[src/rtl/result_pkg.sv]
// Shared constants and types for the result collection / drain slice.
// Sizes here set the lane count, per-lane depth and word width.
package result_pkg;

  localparam int DATA_W    = 32;
  localparam int NUM_LANES = 4;
  localparam int DEPTH     = 4;

  localparam int NUM_WORDS = NUM_LANES * DEPTH;
  localparam int IDX_W     = $clog2(NUM_WORDS);
  localparam int PTR_W     = $clog2(DEPTH + 1);

  typedef enum logic [1:0] {
    IDLE,
    COLLECT,
    DRAIN,
    DONE
  } drain_state_t;

  typedef logic [DATA_W-1:0] result_word_t;

endpackage

[src/rtl/result_lane_writer.sv]
// One result lane: fill pointer, ready generation, write strobe
// and overflow detection for a single row of the core.
import result_pkg::*;

module result_lane_writer (
  input  logic             clk,
  input  logic             reset,
  input  logic             clear,
  input  logic             collect,
  input  logic             drain,
  input  logic             lane_valid,
  output logic             lane_ready,
  output logic             wr_en,
  output logic             last,
  output logic             ovf,
  output logic [PTR_W-1:0] ptr
);

  logic full;

  assign full       = (ptr == PTR_W'(DEPTH));
  assign lane_ready = collect & ~full;
  assign wr_en      = lane_valid & lane_ready;

  // Lane is full now or becomes full at this edge.
  assign last = full |
    (wr_en & (ptr == PTR_W'(DEPTH - 1)));

  assign ovf = lane_valid &
    ((collect & full) | drain);

  always_ff @(posedge clk) begin
    if (reset) begin
      ptr <= '0;
    end else if (clear) begin
      ptr <= '0;
    end else if (wr_en) begin
      ptr <= ptr + 1'b1;
    end
  end

endmodule

[src/rtl/result_drain_ctrl.sv]
// Collects per-lane results into a store, then streams it out.
// Define RESULT_DRAIN_TRANSPOSE_EN for column-major drain order.
import result_pkg::*;

module result_drain_ctrl (
  input  logic                               clk,
  input  logic                               reset,
  input  logic                               start,
  input  logic [NUM_LANES-1:0]               lane_valid,
  input  logic [NUM_LANES-1:0][DATA_W-1:0]   lane_data,
  output logic [NUM_LANES-1:0]               lane_ready,
  output logic                               out_valid,
  output logic [DATA_W-1:0]                  out_data,
  output logic [IDX_W-1:0]                   out_index,
  input  logic                               out_ready,
  output logic                               busy,
  output logic                               done,
  output logic                               overflow_err
);

  drain_state_t state, state_nxt;

  result_word_t store [NUM_WORDS];

  logic [IDX_W-1:0] k;
  logic [IDX_W-1:0] addr;

  logic [NUM_LANES-1:0]            wr_en;
  logic [NUM_LANES-1:0]            last;
  logic [NUM_LANES-1:0]            ovf;
  logic [NUM_LANES-1:0][PTR_W-1:0] ptr;

  logic arm;
  logic collect_st;
  logic drain_st;
  logic xfer;
  logic last_xfer;

  assign arm        = (state == IDLE) & start;
  assign collect_st = (state == COLLECT);
  assign drain_st   = (state == DRAIN);
  assign xfer       = drain_st & out_ready;
  assign last_xfer  = xfer &
    (k == IDX_W'(NUM_WORDS - 1));

  for (genvar g = 0; g < NUM_LANES; g++) begin : g_lane
    result_lane_writer u_lane (
      .clk        (clk),
      .reset      (reset),
      .clear      (arm),
      .collect    (collect_st),
      .drain      (drain_st),
      .lane_valid (lane_valid[g]),
      .lane_ready (lane_ready[g]),
      .wr_en      (wr_en[g]),
      .last       (last[g]),
      .ovf        (ovf[g]),
      .ptr        (ptr[g])
    );
  end

`ifdef RESULT_DRAIN_TRANSPOSE_EN
  // Column-major: walk one entry from every lane before advancing.
  assign addr = IDX_W'(
    (int'(k) % NUM_LANES) * DEPTH +
    (int'(k) / NUM_LANES));
`else
  assign addr = k;
`endif

  always_ff @(posedge clk) begin
    if (reset) begin
      state <= IDLE;
    end else begin
      state <= state_nxt;
    end
  end

  always_comb begin
    state_nxt = state;
    unique case (state)
      IDLE:    if (start) state_nxt = COLLECT;
      COLLECT: if (&last) state_nxt = DRAIN;
      DRAIN:   if (last_xfer) state_nxt = DONE;
      DONE:    state_nxt = IDLE;
      default: state_nxt = IDLE;
    endcase
  end

  always_comb begin
    out_valid = drain_st;
    busy      = collect_st | drain_st;
    done      = (state == DONE);
    out_index = addr;
    out_data  = '0;
    if (drain_st) out_data = store[addr];
  end

  always_ff @(posedge clk) begin
    if (reset) begin
      k <= '0;
    end else if (arm || last_xfer) begin
      k <= '0;
    end else if (xfer) begin
      k <= k + 1'b1;
    end
  end

  always_ff @(posedge clk) begin
    if (reset) begin
      overflow_err <= 1'b0;
    end else if (arm) begin
      overflow_err <= 1'b0;
    end else if (|ovf) begin
      overflow_err <= 1'b1;
    end
  end

  // Store is data-only; contents are never reset.
  always_ff @(posedge clk) begin
    for (int i = 0; i < NUM_LANES; i++) begin
      if (wr_en[i]) begin
        store[IDX_W'(i * DEPTH) + IDX_W'(ptr[i])]
          <= lane_data[i];
      end
    end
  end

endmodule
[config.mk]
export PLATFORM = sky130hd
export DESIGN_NAME = result_drain_ctrl
export DESIGN_NICKNAME = d
export VERILOG_FILES = /design/src/rtl/result_pkg.sv /design/src/rtl/result_lane_writer.sv /design/src/rtl/result_drain_ctrl.sv
export SDC_FILE = /design/constraint.sdc
export NUM_CORES = 1
export LEC_CHECK = 0
export CAP_MARGIN = 20
export CORE_MARGIN = 10
export CORE_UTILIZATION = 35
export CTS_CLUSTER_SIZE = 16
export DETAILED_ROUTE_END_ITERATION = 8
export PLACE_DENSITY = 0.58
export SETUP_SLACK_MARGIN = 0.5
export SLEW_MARGIN = 10
export SYNTH_ARGS = -nofsm -noshare
export SYNTH_HDL_FRONTEND = slang
export SYNTH_HIERARCHICAL = 1
export SYNTH_SLANG_ARGS = --single-unit
[constraint.sdc]
create_clock -name clk -period 4.92 [get_ports clk]
set_input_delay 0.738 -clock clk [delete_from_list [all_inputs] [get_ports clk]]
set_output_delay 0.738 -clock clk [all_outputs]
set_load 0.01 [all_outputs]
==> summary.txt, run 1 <==
Status
  • Status: complete, no violations

Floorplan
  • Initial Util: 35.2%
  • Die Ht: around 300 µm
  • Die Wd: between 300 and 400 µm
  • IO Count: 180
  • Row cnt: around 110
  • Placeable Area: 81700 µm²
  • Die area: around 94000 µm²

Setup path
  • Crit Path Max Fanout: 21
  • Worst path slowest cell: nor2b_4
  • CP top delay family: buffers and inverters
  • Kind of critical path: reg -> out
  • Critical Path AT: ~3.6 ns
  • RR Startpoint: g_lane[1].u_lane/ptr[0]
  • Crit-path max cell delay: around 0.83 ns
  • CP Launch Type: register
  • Critical Path, Cell by Cell: buf_4 -> nor2b_4 -> buf_4 -> a221oi_1 -> o21ai_1 -> o21ai_0 -> clkdlybuf4s50_1
  • Critical path buffers and inverters: 3
  • Reg-to-Reg End: store[6][18]
  • Crit end category: output port
  • Reg2reg setup slack: around 1.4 ns
  • CP most frequent cell: buf_4
  • Worst path required time: 4.18 ns
  • R2R cell count: 9

Power
  • Leakage: ~11 nW
  • Sequential share of power: about 46%
  • Clock power share: between 30% and 40%
  • Pint: 8.53 mW
  • Total power: around 12 mW
  • PwrDens: about 350 nW/µm²
  • Sw Share: between 20% and 30%
  • Comb power frac: about a fifth
  • Peak VDD IR: around 0.26 mV
  • Switching pwr: 3.26 mW

STA
  • Final Hold Fails: 0
  • Actual slew at the worst max-slew pin: roughly 1.2 ns
  • Pins over their slew limit: 0
  • Rel. slew slack: between 20% and 30%
  • RSZ-0062 raised after global routing: no
  • Final setup viols: 0
  • Max Clock Freq: 232 MHz
  • Final Critical Period: ~4.3 ns
  • Final clock period utilization by the worst path: 87.5%
  • Setup TNS: 0 ns
  • Clock Skew: around 0.016 ns

Logic synthesis
  • Netlist cell types: 53
  • Yosys reg bits: roughly 540
  • Synth Instances: ~2100
  • Mapped Area: between 20000 and 30000 µm²
  • Avg Synthesized Cell Area: around 14 µm²
  • Post-synthesis sequential area ratio: between 50% and 60%
  • Ys Warns: 6
  • Post-Syn Nets: approximately 2300

Drt
  • Vias per cell: ~5.7
  • WL/cell: 27.6 µm
  • Post-Route WL: between 90000 and 100000 µm
  • DR iter-0 viols: between 1500 and 2000
  • DR pass1 iterations: 5
  • Routed Antenna Nets: 0
  • DRC: 0
  • Vias: about 19000

Place
  • HPWL after DPL: just under 60000 µm
  • Post-place instance area: ~32000 µm²
  • Placer Congestion: 0.787
  • Post-Place Cells: about 3300
  • Number of port buffers: approximately 180

Clocking
  • H-tree Lvls: 2
  • Num Clock Sinks: about 540
  • Root Buffer: clkbuf_16
  • Clock Tree Buf Depth: 3
  • CTS clk-pin slew, worst paths: 0.06 ns
  • Postcts setup bufs: 0
  • Num CTS Buffers: 60
  • CTS resizes: 0
  • Clk_lat worst skew: roughly 0.63 ns
  • Hold_buf cts: 0
  • TritonCTS clock tree: built

Min path
  • Hold Path Class: reg -> reg
  • Endpoint, Worst Hold: state[1]
  • HP Start: state[1]
  • Worst hold path depth: 2

Layout
  • Nets: between 2000 and 2500
  • Final cell count without fillers: roughly 3400
  • Finished Core Util: about 40%
  • Fill count: 7554
  • Multi-input logic area: between 10000 and 15000 µm²
  • Layout cells sized above 1: between 20 and 30%
  • Post-layout instance area: approximately 34000 µm²
  • Area delta synth->final: 16.8%
  • Area taken by flip-flops and latches: approximately 16000 µm²

Global routing
  • GRT Overall Usage: 19.3%
  • Largest net degree at the start of global routing: between 60 and 70
  • First-pass GRT wire length: about 130000 µm
  • Gr ovfl total: 0
  • Antenna violations before repair: 11
  • Number of global-route vias before repair: 19600

Job
  • Max-cap violation count: 0
worst min-delay path, cell delays in order, from the launching register on:
cell      delay [ns]
dfxtp_1         0.34
nand2b_1        0.07
mux2i_1         0.06
area by class of cell:
class / instances / area share [%]
antenna: 2 / 0.0149
sequential: 535 / 47.1
tap: 1070 / 3.98
multi-input combinational: 1385 / 35.9
clock inverter: 29 / 0.425
timing repair buffer: 248 / 7.57
inverter: 25 / 0.339
clock buffer: 77 / 4.66
cell usage after synthesis (all sizes together):
cell	number	area, µm²
o21ai	132	661
and3	1	6.26
clkbuf	71	270
a21boi	4	30.0
a222oi	1	10.0
clkinv	4	35.0
a22oi	104	781
mux4	12	270
nor2	53	231
ha	17	213
mux2i	361	3610
nor2b	3	18.8
nand3	14	70.1
buf	109	714
xor2	3	26.3
nor3	8	66.3
inv	21	78.8
o211a	4	40.0
nand2b	13	88.8
nor3b	4	46.3
a211oi	1	7.51
o21bai	3	22.5
a21bo	4	65.1
a31oi	4	25.0
nand4	7	50.1
a221oi	12	105
o22ai	22	138
or2	4	25.0
a22o	4	35.0
nand4b	6	52.6
a21oi	34	170
o31ai	1	7.51
mux2	384	4320
o21a	1	7.51
and2	2	12.5
nand2	162	608
dfxtp	23	460
edfxtp	512	15400
worst max-delay path by stage:
stage	depth (start not counted)	from	to	slack [ns]
2_1_floorplan	6	state[1]	store[1][0]	0.84
6_report	7	register	out_data[28]	0.62
3_5_place_dp	7	register	out_data[28]	1.28
4_1_cts	7	register	out_data[28]	0.61
5_1_grt	7	register	out_data[11]	0.52
3_3_place_gp	6	lane_valid[0]	store[7][27]	1.31
placed cells by master, fill, tap and decap left out, types with 13 or more instances in the layout:
master,synthesis,final
buf_12,0,17
clkdlybuf4s50_1,0,179
mux2_2,372,372
a21oi_1,34,34
nand2_1,162,160
nand3_1,14,13
a22oi_1,104,104
nor2_1,48,46
mux2i_1,361,361
o21ai_0,103,99
o21ai_1,29,29
inv_1,21,21
dfxtp_1,23,22
ha_1,17,17
buf_4,22,51
clkbuf_1,68,17
edfxtp_1,512,512
clkbuf_16,0,60
clkinv_1,0,17
o22ai_1,22,20
metrics by stage:
step / setup WS, ns / hold WS (ns)
2_1_floorplan: 0.845 / 0.457
3_3_place_gp: 1.31 / 0.502
3_5_place_dp: 1.28 / 0.516
4_1_cts: 0.609 / 0.527
5_1_grt: 0.525 / 0.550
6_report: 0.616 / 0.516
state kept, by name (all words and copies together) (netlist names), named ones only:
| name | flops |
|---|---|
| out_index | 4 |
| store | 512 |
| overflow_err | 1 |
| state | 2 |
| g_lane.u_lane/ptr | 12 |
metal layers:
| metal | vias to the layer above | share of wire (%) | GRT usage, % | wire length (µm) |
|---|---|---|---|---|
| met4 | 18 | 1.8 | 4.13 | 1680 |
| met1 | 9779 | 43 | 25.8 | 40300 |
| met3 | 140 | 7.0 | 3.83 | 6500 |
| met2 | 680 | 48 | 32.0 | 44600 |
| met5 | - | 0.12 | 0 | 110 |
| li1 | 8434 | - | - | - |
cell families (layout without fill, tap and decap cells):
group / Yosys count / in the layout / synth area share (%)
fa+ha+maj: 17 / 17 / 0.740
other cells: 0 / 2 / 0
mux: 757 / 757 / 28.5
flops: 535 / 535 / 55.1
xor+xnor: 3 / 3 / 0.0914
buf+inv: 205 / 379 / 3.82
compound gates: 331 / 331 / 7.32
simple gates: 277 / 277 / 4.44
power by group through the flow:
stage | clock [mW] | combinational, mW | sequential [mW]
after floorplan | 0 | 1.40 | 5.48
after global placement | 0 | 2.30 | 5.52
after detailed placement | 0 | 2.33 | 5.53
after CTS | 4.11 | 2.34 | 5.44
after global routing | 4.28 | 2.50 | 5.46
final | 4.03 | 2.33 | 5.43
No activity file was read; power rests on OpenSTA's default activity.
==> run 2: changes to the inputs <==
ABC_CLOCK_PERIOD_IN_PS = 4920   (was not set)
SLEW_MARGIN = 40   (was 10)
==> summary.txt, run 2 (synthesized netlist as in run 1, its figures left out) <==
Layout
  • Layout cells sized above 1: about a quarter
  • Multi-input logic area: roughly 12000 µm²
  • Nets: around 2400
  • Area taken by flip-flops and latches: roughly 16000 µm²
  • Commonest non-fill, non-tap cell in the layout: edfxtp_1
  • Most frequent cells in the layout: edfxtp_1, mux2_2, mux2i_1
  • Fill count: ~7500
  • Area delta synth->final: 17.3%
  • Largest register FFs: a little over 500

Setup path
  • Crit-path max cell delay: roughly 0.7 ns
  • Critical Path AT: around 3.4 ns
  • Critical Path, Cell by Cell: buf_12 -> buf_12 -> buf_4 -> mux2i_1 -> a22oi_1 -> nand2_1 -> o22ai_1 -> clkdlybuf4s50_1
  • RR Startpoint: g_lane[1].u_lane/ptr[0]
  • Worst path required time: around 4.2 ns
  • Kind of critical path: reg -> out
  • CP most frequent cell: buf_12
  • Worst path slowest cell: dfxtp_4
  • Critical path buffers and inverters: 4
  • Crit Path Max Fanout: 34
  • Crit end category: output port
  • CP top delay family: buffers and inverters
  • CP Launch Type: register

STA
  • Final hold slack: between 0.5 and 0.6 ns
  • Max Clock Freq: 243 MHz
  • Rel. slew slack: between 40% and 50%
  • RSZ-0062 raised after global routing: no
  • Final Critical Period: roughly 4.1 ns
  • Pins over their slew limit: 0
  • Final Hold Fails: 0
  • Final clock period utilization by the worst path: approximately 84%
  • Final setup viols: 0
  • Actual slew at the worst max-slew pin: 0.842 ns
  • Setup TNS: 0 ns
  • Clock Skew: ~0.028 ns

Clocking
  • Hold_buf cts: 0
  • Num Clock Sinks: about 540
  • CTS resizes: 0
  • Clk_lat worst skew: between 0.6 and 0.7 ns
  • Clock Tree Buf Depth: 3
  • CTS clk-pin slew, worst paths: roughly 0.060 ns
  • Root Buffer: clkbuf_16
  • Postcts setup bufs: 0
  • H-tree Lvls: 2
  • Num CTS Buffers: 59
  • TritonCTS clock tree: built

Drt
  • Post-Route WL: just over 90000 µm
  • DRC: 0
  • WL/cell: about 28 µm
  • DR pass1 iterations: 6
  • DR iter-0 viols: roughly 1700
  • Vias: approximately 19000
  • Routed Antenna Nets: 0
  • Vias per cell: roughly 5.7

Floorplan
  • Die Ht: roughly 310 µm
  • IO Count: 180
  • Die Wd: around 300 µm
  • Placeable Area: between 80000 and 90000 µm²
  • Die area: around 94000 µm²
  • Row cnt: 105
  • Initial Util: around a third

Job
  • Max-cap violation count: 0

Place
  • Placer Congestion: ~0.79
  • Number of port buffers: roughly 180
  • HPWL after DPL: approximately 60000 µm

Global routing
  • Largest net degree at the start of global routing: 65
  • GRT Overall Usage: roughly a fifth
  • Gr ovfl total: 0
  • Number of global-route vias before repair: 19600
  • First-pass GRT wire length: ~130000 µm
  • Antenna violations before repair: 10

Power
  • Sw Share: between 20% and 30%
  • Leakage: 11.1 nW
  • Peak VDD IR: ~0.27 mV
  • Switching pwr: around 3.3 mW
  • PwrDens: ~350 nW/µm²
  • Clock power share: 35.0%
  • Sequential share of power: between 40 and 50%
  • Comb power frac: between 10% and 20%
  • Pint: 8.67 mW

Status
  • Status: complete, no violations

Min path
  • HP Start: state[1]
  • Hold Path Class: reg -> reg
==> run 2: path summary, 6_finish.rpt <==
path,to,depth (start not counted),slack [ns]
worst min register to register,state[1],2,0.52
worst max register to register,store[6][18],9,1.39
worst max-delay path,out_data[14],8,0.80
worst min-delay path,state[1],2,0.52
==> run 2: per-stage QoR <==
step / std cells / area, µm² / total power [mW] / worst slack [ns] / utilization [%]
global route: 3376 / 33700 / 12.4 / 0.634 / 41.3
detailed placement: 3267 / 31900 / 7.87 / 1.28 / 39.1
global placement: 3262 / 31900 / 7.82 / 1.31 / 39.0
finish: 3376 / 33700 / 12.0 / 0.803 / 41.3
CTS: 3374 / 33700 / 12.0 / 0.607 / 41.3
floorplan: 2125 / 28800 / 6.87 / 0.845 / -
==> run 2: power groups by stage <==
stage | sequential (mW) | clock, mW | combinational [mW]
6_report | 5.43 | 4.18 | 2.34
2_1_floorplan | 5.48 | 0 | 1.40
5_1_grt | 5.46 | 4.43 | 2.51
3_3_place_gp | 5.52 | 0 | 2.30
4_1_cts | 5.43 | 4.25 | 2.35
3_5_place_dp | 5.53 | 0 | 2.34
==> run 2: per-layer routing <==
| metal | routed length, µm | GRT usage (%) | up-vias | share of wire [%] |
|---|---|---|---|---|
| li1 | - | - | 8449 | - |
| met1 | 40000 | 25.3 | 9814 | 43 |
| met2 | 44200 | 31.8 | 736 | 47 |
| met3 | 7090 | 4.40 | 150 | 7.6 |
| met4 | 2070 | 4.77 | 18 | 2.2 |
| met5 | 111 | 0 | - | 0.12 |
==> run 2: final cells by class <==
type | instances | share of cell area, %
Inverter | 25 | 0.338
Clock buffer | 80 | 4.61
Sequential cell | 535 | 47.0
Tap cell | 1070 | 3.97
Clock inverter | 27 | 0.642
Timing Repair Buffer | 253 | 7.72
Antenna cell | 1 | 0.00742
Multi-Input combinational cell | 1385 | 35.7
==> run 2: tightest hold or removal path, cell delays in order, from the launching register on <==
cell	delay (ns)
dfxtp_1	0.34
nand2b_1	0.07
mux2i_1	0.06
